`src/rtl/split_add_serial.sv`:
```
// rtl/split_add_serial.sv - chunk-serial extending adder, valid/ready on both sides, one op in flight
// Defining SPLIT_ADD_SERIAL_CARRY_EN adds the sum_carry output (carry out of the last chunk).
module split_add_serial #(
  parameter int OP_W    = 7,
  parameter int SUM_W   = 13,
  parameter int CHUNK_W = 3,
  parameter int SIGNED  = 1
) (
  input  logic             clk,
  input  logic             reset_n,
  input  logic             in_valid,
  output logic             in_ready,
  input  logic [OP_W-1:0]  op0,
  input  logic [OP_W-1:0]  op1,
  output logic             out_valid,
  input  logic             out_ready,
  output logic [SUM_W-1:0] sum0
`ifdef SPLIT_ADD_SERIAL_CARRY_EN
  ,
  output logic             sum_carry
`endif
);
  localparam int NCH    = (SUM_W + CHUNK_W - 1) / CHUNK_W;
  localparam int LAST_W = SUM_W - (NCH - 1) * CHUNK_W;
  localparam int KW     = (NCH > 1) ? $clog2(NCH) : 1;

  typedef enum logic [1:0] {IDLE, RUN, DONE} state_t;

  state_t             state, state_nxt;
  logic [KW-1:0]      idx;
  logic [SUM_W-1:0]   opa, opb, ext0, ext1, sum_nxt;
  logic [CHUNK_W-1:0] a_ch, b_ch;
  logic [CHUNK_W:0]   ch_sum;
  logic               carry, chunk_co, last_chunk, capture;

  assign last_chunk = (idx == KW'(NCH - 1));
  assign capture    = (state == IDLE) && in_valid;

  always_ff @(posedge clk or negedge reset_n) begin
    if (!reset_n) state <= IDLE;
    else          state <= state_nxt;
  end

  always_comb begin
    state_nxt = state;
    case (state)
      IDLE:    if (in_valid) state_nxt = RUN;
      RUN:     if (last_chunk) state_nxt = DONE;
      DONE:    if (out_ready) state_nxt = IDLE;
      default: state_nxt = IDLE;
    endcase
  end

  // in_ready is gated by reset_n so it reads 0 while reset is held
  always_comb begin
    in_ready  = 1'b0;
    out_valid = 1'b0;
    case (state)
      IDLE:    in_ready = reset_n;
      DONE:    out_valid = 1'b1;
      default: ;
    endcase
  end

  always_comb begin
    if (SIGNED != 0) begin
      ext0 = SUM_W'($signed(op0));
      ext1 = SUM_W'($signed(op1));
    end else begin
      ext0 = SUM_W'(op0);
      ext1 = SUM_W'(op1);
    end
  end

  // Bits past SUM_W in the last chunk read as zero, so the carry lands at bit LAST_W
  always_comb begin
    a_ch    = '0;
    b_ch    = '0;
    sum_nxt = sum0;
    for (int j = 0; j < CHUNK_W; j++) begin
      if (int'(idx) * CHUNK_W + j < SUM_W) begin
        a_ch[j] = opa[int'(idx) * CHUNK_W + j];
        b_ch[j] = opb[int'(idx) * CHUNK_W + j];
      end
    end
    ch_sum = {1'b0, a_ch} + {1'b0, b_ch} + {{CHUNK_W{1'b0}}, carry};
    for (int j = 0; j < CHUNK_W; j++) begin
      if (int'(idx) * CHUNK_W + j < SUM_W) sum_nxt[int'(idx) * CHUNK_W + j] = ch_sum[j];
    end
    chunk_co = last_chunk ? ch_sum[LAST_W] : ch_sum[CHUNK_W];
  end

  always_ff @(posedge clk or negedge reset_n) begin
    if (!reset_n) begin
      opa   <= '0;
      opb   <= '0;
      sum0  <= '0;
      carry <= 1'b0;
      idx   <= '0;
    end else if (capture) begin
      opa   <= ext0;
      opb   <= ext1;
      carry <= 1'b0;
      idx   <= '0;
    end else if (state == RUN) begin
      sum0  <= sum_nxt;
      carry <= chunk_co;
      if (!last_chunk) idx <= idx + KW'(1);
    end
  end

`ifdef SPLIT_ADD_SERIAL_CARRY_EN
  assign sum_carry = carry;
`endif

endmodule

```
`config.mk`:
```
export PLATFORM = sky130hd
export DESIGN_NAME = split_add_serial
export DESIGN_NICKNAME = d
export VERILOG_FILES = /design/src/rtl/split_add_serial.sv
export SDC_FILE = /design/constraint.sdc
export NUM_CORES = 1
export LEC_CHECK = 0
export BUFFER_PORTS_ARGS = -buffer_cell sky130_fd_sc_hd__buf_2
export CAP_MARGIN = 30
export CORE_MARGIN = 3
export CORE_UTILIZATION = 50
export DETAILED_ROUTE_END_ITERATION = 8
export GPL_TIMING_DRIVEN = 0
export PLACE_DENSITY = 0.7
export SLEW_MARGIN = 15
export SYNTH_ARGS = -nofsm -noshare
export SYNTH_HDL_FRONTEND = slang
export SYNTH_SLANG_ARGS = --single-unit
```
`constraint.sdc`:
```
create_clock -name clk -period 6.5 [get_ports clk]
set_input_delay 1.95 -clock clk [delete_from_list [all_inputs] [get_ports clk]]
set_output_delay 1.95 -clock clk [all_outputs]
set_load 0.01 [all_outputs]
```
==> impl_results.md <==
- Seq/Total Area, Yosys: 28.0%
- Max_slew headroom: 44.6%
- Hold buffers post-CTS: 0
- FFs w/ async S/R, synth: 100%
- IO buf count: 32
- H-tree depth: 2
- CP required: 6670 ps
- Cell Area, Synth: 2950 um2
- Worst Path Arrival: 5650 ps
- Most used DFF post-synth: dfrtp_1
- Minimum clock period: 5480 ps
- Root Buffer: clkbuf_8
- DRC Markers: 0
- Fin. Hold Viols: 0
- Total CTS buffers: 5
- Post-synth top cells: 33 x dfrtp_1, 30 x nand2_1, 27 x a21oi_1
- Initial cell density of the core: 52.6%
- Vias per cell: 6.51
- Status: finished clean
- DRT iter0 DRCs: 421
- Fraction of layout cells with a size suffix above 1: 20.2%
- Setup tns final: 0 ps
- Critical path class: register to register
- Setup Skew: 9.61 ps
- Wire per inst: 19.5 um
- Std-Cell Rows: 27
- Post-synth top area share: 28.0%
- Postcts setup bufs: 0
- Num Clock Sinks: 33
- WP buf/inv: 6
- Grt total ovfl: 0
- Die ar.: 6860 um2
- GR Util All Layers: 25.8%
- Post-Syn Instances: 336
- GPL Wtd Cong: 0.959
- Number of max-cap violations: 0
- Largest cells by area after synthesis: dfrtp_1 28%, ha_1 5.5%, mux2_2 5.3%
- Die Height: 82.8 um
- Worst slew pin tran: 826 ps
- Vias in the first global route: 2755
- Ports: 33
- First-pass GRT wire length: 14300 um
- Cells along the critical path: ha_1, buf_2, inv_1, fa_1, buf_4, inv_1, ha_1, buf_2, a21oi_1, a22o_1, a21oi_1, or3_1, fa_1, clkbuf_1, nand2_1, nor3_1, a311oi_1, nand3_1, o211ai_1
- FF/Latch Area: 826 um2
- Nets: 410
- Placed wire-length estimate: 6370 um
- Yosys warning total: 0
- Most common cell in the synthesized netlist: dfrtp_1
- Path type of the worst min-delay path: register to register
- Synth area leader: dfrtp_1
- Routed WL: 8750 um
- CTS tree: yes
- Pre-antenna DRT Iters: 5
- Core area: 5610 um2
- Fill cell count: 549
- Worst setup SP type: register
- Cell variety after synth: 54
- Post-DRT Antenna Nets: 0
- Min Hold Slack: 529 ps
- Critical path's largest stage delay: 630 ps
- CP endpoint kind: register
- Routed vias: 2924
- Crit-path slowest cell: fa_1
- Post-CTS Resized: 0
- Final Cycle Share: 84.3%
- Die width: 82.8 um
- Slew Viols, Final: 0
- Clock Latency Late Sink: 300 ps
- EDFF count, synth: 0
- Seq cells post-synth: 33
- Area growth, synth to finish: 12.1%
- Delay-heaviest family, CP: adder cells
- Initial antenna violation count: 0
- Area of the multi-input gates: 1970 um2
- Crit path max fanout: 10
- Post-Syn Nets: 370
- Mapped Avg Cell Area: 8.78 um2
- Final setup fails: 0
- RSZ-0062 raised after global routing: no
- Largest net degree at the start of global routing: 35
- Fmax achieved: 183 MHz
- Clk buf depth: 2
- Clock transition at path regs: 80 ps
- ANT cells: 0
-- layout by cell type, fill, tap and decap left out, types with 10 or more instances in the layout --
master,n
a21oi_1,27
buf_2,40
clkbuf_1,15
dfrtp_1,33
ha_1,13
inv_1,13
mux2_2,14
mux2i_1,10
nand2_1,30
nand3_1,10
nor2_1,24
o21ai_0,11
-- final cells by class --
cell class / instances / area share, %
repair buffers: 33 / 5.00
plain buffers: 24 / 3.10
inverters: 13 / 1.48
well taps: 72 / 2.73
multi-input cells: 266 / 59.7
flip-flops and latches: 33 / 25.0
clock buffers: 7 / 2.91
clock inverters: 1 / 0.151
-- logic make-up after synthesis --
group	synth area share, %
DFF	28.0
AOI/OAI and AO/OA	22.5
xor gates and xnor gates	4.07
and+or+nand+nor	19.4
adders and majority gates	7.55
buffers and inverters	5.13
muxes	13.3
-- final timing paths --
check                      startpoint       end  slack (ps)  depth (start not counted)
hold / removal                 opa[5]    opa[5]         530                          1
setup / recovery               idx[1]  sum0[10]        1020                         19
setup reg to reg               idx[1]  sum0[10]        1020                         19
min in group asynchronous     reset_n   sum0[5]        1720                          1
hold reg to reg                opa[5]    opa[5]         530                          1
max in group asynchronous     reset_n     carry        4270                          1
-- registers in the layout, indices dropped and copies added, names as in the netlist --
register / flops
opa: 7
idx: 3
opb: 7
carry: 1
state: 2
sum0: 13
-- through the flow --
| stage | util, % | std cells | setup slack (ps) | instance area [um2] |
|---|---|---|---|---|
| after floorplan | - | 336 | 2040 | 2950 |
| after global placement | 57.1 | 440 | 1080 | 3200 |
| after detailed placement | 57.1 | 441 | 1220 | 3200 |
| after CTS | 58.9 | 449 | 1180 | 3310 |
| after global routing | 58.9 | 449 | 835 | 3310 |
| final | 58.9 | 449 | 1020 | 3310 |
-- metal layers --
layer  part of all wire [%]  track usage [%]  vias to the layer above
met5                      0                0                        -
met3                    6.4             4.07                       32
met2                     49             43.1                      147
li1                       -                -                     1334
met4                    3.2             11.0                        0
met1                     41             32.9                     1411
-- worst register-to-register path, stage by stage (launching register included) --
cell and delay, ps:
dfrtp_1 460, ha_1 190, buf_2 220, inv_1 80, fa_1 550, buf_4 200, inv_1 150, ha_1 220
buf_2 170, a21oi_1 470, a22o_1 210, a21oi_1 90, or3_1 440, fa_1 630, clkbuf_1 430, nand2_1 260
nor3_1 240, a311oi_1 100, nand3_1 130, o211ai_1 90
Power is left out: the tool's default activity adds up to more than one toggle a clock period on the data nets, which glitch-free logic cannot reach.
